==> src/rtl/leglite_fetch.sv <==
// ---------------------------------------------------------------------------
// leglite_fetch: LEGLite instruction fetch unit.
//
// Holds the PC and fetches one 16-bit instruction at a time from instruction
// memory over a req/ack handshake. Each fetched instruction is presented to
// the control decoder for one EXEC cycle. In that cycle the decoder's
// branch/uncondbranch outputs and the ALU zero flag select the next PC.
//
// States: IDLE -> FETCH -> EXEC -> FETCH ... ; HALT is sticky until reset.
// A FETCH that sees no ack for ACK_TIMEOUT cycles sets a sticky fetch_error
// and halts.
//
// Ports:
//   clock, reset_n      rising-edge clock, asynchronous active-low reset
//   run, halt           start fetching from IDLE / stop after current EXEC
//   imem_req/addr       fetch request (held until ack) and byte address (= pc)
//   imem_ack/rdata      read-data-valid strobe and instruction word
//   instr, opcode       latched instruction and its [15:12] field
//   instr_valid         one-cycle strobe marking the EXEC cycle
//   branch, uncondbranch, alu_zero, branch_offset
//                       next-PC controls, sampled only in EXEC
//   pc, halted          current PC, in HALT state
//   fetch_error         sticky imem ack timeout
//   taken_count         saturating taken-branch count
//
// Optional feature: define LEGLITE_FETCH_BRCNT_EN to build the taken-branch
// counter. Without it taken_count is tied to zero.
// ---------------------------------------------------------------------------
module leglite_fetch #(
  parameter int                  PC_WIDTH    = 16,
  parameter int                  OFF_WIDTH   = 9,
  parameter logic [PC_WIDTH-1:0] RESET_PC    = 16'h0000,
  parameter int                  ACK_TIMEOUT = 15
) (
  input  logic                 clock,
  input  logic                 reset_n,
  input  logic                 run,
  input  logic                 halt,
  output logic                 imem_req,
  output logic [PC_WIDTH-1:0]  imem_addr,
  input  logic                 imem_ack,
  input  logic [15:0]          imem_rdata,
  output logic [15:0]          instr,
  output logic [3:0]           opcode,
  output logic                 instr_valid,
  input  logic                 branch,
  input  logic                 uncondbranch,
  input  logic                 alu_zero,
  input  logic [OFF_WIDTH-1:0] branch_offset,
  output logic [PC_WIDTH-1:0]  pc,
  output logic                 halted,
  output logic                 fetch_error,
  output logic [15:0]          taken_count
);

  typedef enum logic [1:0] {
    IDLE  = 2'd0,
    FETCH = 2'd1,
    EXEC  = 2'd2,
    HALT  = 2'd3
  } state_t;

  state_t              state, state_nx;
  logic [PC_WIDTH-1:0] pc_nx;
  logic [15:0]         instr_nx;
  logic [7:0]          tcnt, tcnt_nx, tcnt_inc;
  logic                err_nx;
  logic                taken;
  logic [PC_WIDTH-1:0] off_bytes;

  assign imem_addr = pc;
  assign opcode    = instr[15:12];

  assign taken = uncondbranch | (branch & alu_zero);

  // Word offset sign-extended to PC width and scaled to a byte offset.
  assign off_bytes = {{(PC_WIDTH-OFF_WIDTH-1){branch_offset[OFF_WIDTH-1]}},
                      branch_offset, 1'b0};

  assign tcnt_inc = tcnt + 8'd1;

  always_comb begin
    // NOTE: every signal gets a default before the case so no path can
    // leave it unassigned, which would otherwise infer a latch.
    state_nx = state;
    pc_nx    = pc;
    instr_nx = instr;
    tcnt_nx  = tcnt;
    err_nx   = fetch_error;

    unique case (state)
      IDLE: begin
        if (halt)     state_nx = HALT;
        else if (run) state_nx = FETCH;
      end
      FETCH: begin
        // halt is deliberately not looked at: an issued request must
        // either complete or time out.
        if (imem_ack) begin
          instr_nx = imem_rdata;
          tcnt_nx  = 8'd0;
          state_nx = EXEC;
        end else if (tcnt_inc == 8'(ACK_TIMEOUT)) begin
          err_nx   = 1'b1;
          tcnt_nx  = 8'd0;
          state_nx = HALT;
        end else begin
          tcnt_nx = tcnt_inc;
        end
      end
      EXEC: begin
        pc_nx    = pc + (taken ? off_bytes : PC_WIDTH'(2));
        state_nx = halt ? HALT : FETCH;
      end
      HALT: state_nx = HALT;
      default: state_nx = IDLE;
    endcase
  end

  // Status outputs are registered copies of the next state, so they line up
  // exactly with the state they describe without any output decode logic.
  always_ff @(posedge clock or negedge reset_n) begin
    if (!reset_n) begin
      state       <= IDLE;
      pc          <= RESET_PC;
      instr       <= 16'h0000;
      tcnt        <= 8'd0;
      fetch_error <= 1'b0;
      imem_req    <= 1'b0;
      instr_valid <= 1'b0;
      halted      <= 1'b0;
    end else begin
      // NOTE: non-blocking assignments so every register samples the values
      // from before this edge, independent of statement order.
      state       <= state_nx;
      pc          <= pc_nx;
      instr       <= instr_nx;
      tcnt        <= tcnt_nx;
      fetch_error <= err_nx;
      imem_req    <= (state_nx == FETCH);
      instr_valid <= (state_nx == EXEC);
      halted      <= (state_nx == HALT);
    end
  end

`ifdef LEGLITE_FETCH_BRCNT_EN
  always_ff @(posedge clock or negedge reset_n) begin
    if (!reset_n) begin
      taken_count <= 16'h0000;
    end else if ((state == EXEC) && taken && (taken_count != 16'hFFFF)) begin
      taken_count <= taken_count + 16'd1;
    end
  end
`else
  assign taken_count = 16'h0000;
`endif

endmodule

==> config.mk <==
export PLATFORM = sky130hd
export DESIGN_NAME = leglite_fetch
export DESIGN_NICKNAME = d
export VERILOG_FILES = /design/src/rtl/leglite_fetch.sv
export SDC_FILE = /design/constraint.sdc
export NUM_CORES = 1
export LEC_CHECK = 0
export BUFFER_PORTS_ARGS = -buffer_cell sky130_fd_sc_hd__buf_2
export CAP_MARGIN = 0
export CORE_UTILIZATION = 50
export CTS_CLUSTER_SIZE = 12
export DETAILED_ROUTE_END_ITERATION = 10
export GPL_ROUTABILITY_DRIVEN = 0
export PLACE_DENSITY_LB_ADDON = 0.08
export SYNTH_ARGS = -nofsm -noshare
export SYNTH_HDL_FRONTEND = slang
export SYNTH_SLANG_ARGS = --single-unit
==> constraint.sdc <==
create_clock -name clock -period 2.75 [get_ports clock]
set_input_delay 0.1375 -clock clock [delete_from_list [all_inputs] [get_ports clock]]
set_output_delay 0.1375 -clock clock [all_outputs]
set_load 0.1 [all_outputs]
==> results.yml, run 1 <==
floorplan:
  ios: 105
  die_y_um: 77.88
  core.rowCount: 27
  dieArea_um2: 6065
  fp.coreArea_um2: 5540
  initial_core_util: 0.5196
  die_w_um: 77.88
critical_path:
  start_kind: "flip-flop"
  critPathMaxFanout: 4
  cp_slowest_cell: "dfrtp_2"
  reg2regPathDepth: 8
  crit_chain: "ha_1, fa_1, a211oi_1, o211ai_1, a31oi_1, a21oi_1, xnor2_1, o21ai_0"
  worstPathArrival_ns: 2.59
  cp.required_ns: 2.90
  end_kind: "flip-flop"
  critPathKind: "flip-flop to flip-flop"
  max_stage_delay_ns: 0.43
logic_synthesis:
  synth_area_leader_cell: "dfrtp_1"
  synth_area_leaders: "dfrtp_1, buf_4, ha_1"
  synth_top_area_share: 0.3911
  seq_area_frac_synth: 0.3911
  synth_edf_count: 0
  synth_ff_type: "dfrtp_1"
  ys_warn_count: 0
  syn-cell-area_um2: 2879
  synth-async-reset-ratio: 1.000
  syn_avg_cell_area_um2: 9.565
  syn_inst: 301
  ys_seq_elements: 45
  synth_cell_types: 46
final_layout:
  syn2layout_area_growth_pct: 13.12
  drive_above_1_share: 0.3235
  multiInputGateArea_um2: 1495
  num-fill-cells: 537
  register_area_um2: 1127
  diodes: 0
  nets: 420
clock_tree:
  worstSkewPairLatency_ns: 0.30
  hold_buffers: 0
  cts_tree: "done"
  cts_inserted_buffers: 5
  h-tree-depth: 2
  cts_setup_buffers: 0
  clkTransAtPathRegs_ns: 0.09
  cts.sinks: 45
  cts_resized: 0
  clk_path_buf_depth: 2
  root_buffer: "clkbuf_8"
outcome:
  violations: "negative hold slack"
  outcome: "finished, violations left"
place:
  dpl.hpwl_um: 4214
  port_buffers: 86
  dp_slack_ns: 0.04584
route:
  detail_route.vias_per_cell: 5.122
  drtAntennaViolNets: 0
  wl_per_cell_um: 12.59
  drt_iter0_markers: 92
  routed_wl_um: 5578
  vias: 2269
  dr.pass1.iters: 5
  drc: 0
timing:
  setup_violations: 0
  worst_slack_ns: 0.3053
  fmax_mhz: 409.0
  relSlewSlack: 0.3432
  post-route-period-util: 0.8890
  skew_ns: 0.008254
  finalSetupTns_ns: 0
  rsz0062_at_grt: "false"
  fin_crit_ns: 2.445
  tightest_slew_ns: 0.9853
  final_max_slew_viol_count: 0
  hold_viol_final: 7
  whs_ns: -0.006805
global_route:
  grt_pass1_wl_um: 9528
  grt_max_degree: 46
  antenna_found_initial: 0
  grt_usage: 0.1985
  grt_overflow_total: 0
  grt_pass1_vias: 2088
worst_hold_path:
  hold_path.class: "primary input to async pin"
flow_run:
  drv_cap: 0
[Yosys cell counts (all sizes together) (3+ instances only)]
cell type and n:
a211oi 6, a21o 10, a21oi 13, a31oi 3
and3 6, buf 40, clkbuf 3, dfrtp 45
ha 16, inv 4, mux2 16, nand2 30
nand2b 5, nand3 5, nand4 4, nor2 16
nor2b 13, o21ai 28, o31ai 3, xnor2 4
xor2 5
[worst paths after layout]
check                                               from                        end  slack (ns)
worst min-delay path                             reset_n      instr[13]$_DFFE_PN0P_      -0.007
min in group clock                        imem_rdata[11]      instr[11]$_DFFE_PN0P_        0.06
worst max register to register  imem_addr[1]$_DFFE_PN0P_  imem_addr[13]$_DFFE_PN0P_        0.31
worst min register to register   fetch_error$_DFFE_PN0P_    fetch_error$_DFFE_PN0P_        0.46
worst max-delay path            imem_addr[1]$_DFFE_PN0P_  imem_addr[13]$_DFFE_PN0P_        0.31
max in group asynchronous                        reset_n   imem_addr[1]$_DFFE_PN0P_        2.08
[state kept, by name (all words and copies together) (netlist names)]
name         cells
fetch_error      1
imem_addr       15
halted           1
instr_valid      1
instr           16
state            2
tcnt             8
imem_req         1
[per-stage QoR]
stage / utilization / instance area (µm²) / hold slack, ns / cells
6_report: 0.5879 / 3257 / -0.006805 / 443
5_1_grt: 0.5879 / 3257 / 0.05971 / 443
4_1_cts: 0.5879 / 3257 / 0.03054 / 443
3_5_place_dp: 0.5727 / 3173 / 0.3612 / 435
3_3_place_gp: 0.5727 / 3173 / 0.3643 / 435
2_1_floorplan: - / 2944 / -0.1581 / 318
[critical path: cells and delay by family, from the launching register on]
kind | cells | cell delay (ns)
AOI/OAI and AO/OA | 5 | 1.06
adders and majority gates | 2 | 0.67
DFF | 1 | 0.43
xor gates and xnor gates | 1 | 0.13
[placed cells by master, fill, tap and decap left out, types with 3 or more instances in the layout]
| cell | count |
|---|---|
| a21oi_1 | 13 |
| and3_1 | 4 |
| clkbuf_8 | 5 |
| o31ai_1 | 3 |
| mux2_2 | 16 |
| o21ai_1 | 4 |
| a211oi_1 | 5 |
| nand3_1 | 5 |
| nand4_1 | 4 |
| buf_2 | 86 |
| ha_1 | 16 |
| xor2_1 | 5 |
| nor2b_1 | 13 |
| dfrtp_1 | 44 |
| nor2_1 | 16 |
| nand2_1 | 30 |
| nand2b_1 | 5 |
| o21ai_0 | 24 |
| a31oi_1 | 3 |
| conb_1 | 18 |
| a21o_1 | 10 |
| xnor2_1 | 4 |
| inv_1 | 4 |
[logic make-up after synthesis]
logic type,after synthesis,synth area share
muxes,17,0.06606
xor gates and xnor gates,9,0.02738
other,1,0.001303
buffers and inverters,47,0.1117
and+or+nand+nor,89,0.1560
DFF,45,0.3911
AOI/OAI and AO/OA,76,0.1699
adders and majority gates,17,0.07649
[metal layers]
layer / part of all wire / GRT usage / wire length (µm) / up-vias
met2: 0.48 / 0.3398 / 2661 / 67
li1: - / - / - / 1141
met1: 0.46 / 0.2509 / 2579 / 1054
met3: 0.049 / 0.03765 / 271 / 7
met5: 0 / 0 / 0 / -
met4: 0.012 / 0.06415 / 66 / 0
[cell type report]
class,count,share of cell area
clock buffer,7,0.02343
clock inverter,1,0.002305
inverter,4,0.004610
multi-input combinational,226,0.4591
sequential,45,0.3461
tap,72,0.02766
timing repair buffer,88,0.1368
Power of run 1 is left out: the tool's default activity adds up to more than one toggle a clock period on the data nets, which glitch-free logic cannot reach.
==> run 2, diff against run 1 <==
--- a/config.mk
+++ b/config.mk
@@ -11,7 +11,9 @@
 export CTS_CLUSTER_SIZE = 12
 export DETAILED_ROUTE_END_ITERATION = 10
 export GPL_ROUTABILITY_DRIVEN = 0
+export GPL_TIMING_DRIVEN = 0
 export PLACE_DENSITY_LB_ADDON = 0.08
+export SKIP_LAST_GASP = 1
 export SYNTH_ARGS = -nofsm -noshare
 export SYNTH_HDL_FRONTEND = slang
 export SYNTH_SLANG_ARGS = --single-unit
==> results.yml, run 2 (same netlist as run 1, synthesis figures left out) <==
outcome:
  outcome: "complete, no violations"
timing:
  tightest_slew_ns: 1.005
  skew_ns: 0.005569
  post-route-period-util: 0.8901
  final_max_slew_viol_count: 0
  finalSetupTns_ns: 0
  fin_crit_ns: 2.448
  setup_violations: 0
  rsz0062_at_grt: "false"
  fmax_mhz: 408.5
  whs_ns: 0.01022
  relSlewSlack: 0.3298
  hold_viol_final: 0
  worst_slack_ns: 0.3023
global_route:
  grt_pass1_wl_um: 10030
  antenna_found_initial: 0
  grt_overflow_total: 0
  grt_usage: 0.2074
  grt_max_degree: 46
  grt_pass1_vias: 2311
clock_tree:
  h-tree-depth: 2
  cts_inserted_buffers: 5
  worstSkewPairLatency_ns: 0.29
  cts_tree: "done"
  hold_buffers: 0
  root_buffer: "clkbuf_8"
  clk_path_buf_depth: 2
  clkTransAtPathRegs_ns: 0.09
  cts.sinks: 45
floorplan:
  ios: 105
  core.rowCount: 27
  die_y_um: 77.88
  initial_core_util: 0.5196
  fp.coreArea_um2: 5540
  dieArea_um2: 6065
  die_w_um: 77.88
final_layout:
  drive_above_1_share: 0.3869
  nets: 460
  syn2layout_area_growth_pct: 23.38
  diodes: 0
  multiInputGateArea_um2: 1504
  regMostFlops: "instr"
  num-fill-cells: 502
  fin_util: 0.6411
  final_common_cell: "buf_2"
  register_area_um2: 1127
  final_cell_mix: "buf_2, dfrtp_1, buf_4"
  largest_reg_flops: 16
critical_path:
  start_kind: "flip-flop"
  critPathMaxFanout: 4
  end_kind: "flip-flop"
  crit_path_start: "imem_addr[1]$_DFFE_PN0P_"
  worstPathArrival_ns: 2.61
  cp.required_ns: 2.91
  r2r_start: "imem_addr[1]$_DFFE_PN0P_"
  critPathKind: "flip-flop to flip-flop"
worst_hold_path:
  hold_path.class: "primary input to async pin"
route:
  detail_route.vias_per_cell: 4.994
  wl_per_cell_um: 12.06
  drtAntennaViolNets: 0
  drc: 0
  drt_iter0_markers: 105
  dr.pass1.iters: 4
  vias: 2412
  routed_wl_um: 5826
place:
  dpl.hpwl_um: 4392
  port_buffers: 85
  dp_slack_ns: -0.2277
flow_run:
  drv_cap: 0
[run 2: metrics by stage]
step,cells,cell area [µm²]
after CTS,483,3543
after detailed placement,475,3460
final,483,3552
after floorplan,318,2944
after global routing,483,3552
after global placement,475,3460
[run 2: what timing repair did]
action | 4_1_cts | 5_1_grt
setup buffers | 0 | 0
gates resized for setup | 0 | 2
endpoints found under the setup margin | 0 | 3
[run 2: worst paths after layout]
path	slack, ns	to	cells past startpoint
min reg2reg	0.46	fetch_error$_DFFE_PN0P_	1
min	0.01	instr[13]$_DFFE_PN0P_	1
max reg2reg	0.30	imem_addr[13]$_DFFE_PN0P_	8
max	0.30	imem_addr[13]$_DFFE_PN0P_	8
max in group asynchronous	2.07	imem_addr[1]$_DFFE_PN0P_	1
min in group clock	0.07	instr[15]$_DFFE_PN0P_	2
[run 2: cell type report]
class                   count  share of cell area
multi-input cells         226              0.4234
flip-flops and latches     45              0.3174
repair buffers             85              0.1198
plain buffers              43             0.08630
well taps                  72             0.02536
clock buffers               7             0.02149
inverters                   4            0.004227
clock inverters             1            0.002113
[run 2: worst max-delay path: stages, from the launching register on]
cell,delay (ns)
dfrtp_2,0.43
ha_1,0.24
fa_1,0.45
a211oi_2,0.31
o211ai_1,0.19
a31oi_1,0.33
a21oi_1,0.14
xnor2_1,0.15
o21ai_0,0.08
[run 2: metal layers]
| metal | track usage | vias up | wire length, µm |
|---|---|---|---|
| met5 | 0 | - | 0 |
| met1 | 0.2491 | 1118 | 2583 |
| met2 | 0.3708 | 69 | 2896 |
| li1 | - | 1218 | - |
| met4 | 0.06415 | 0 | 63 |
| met3 | 0.04118 | 7 | 283 |
Power of run 2 is left out for the same reason.
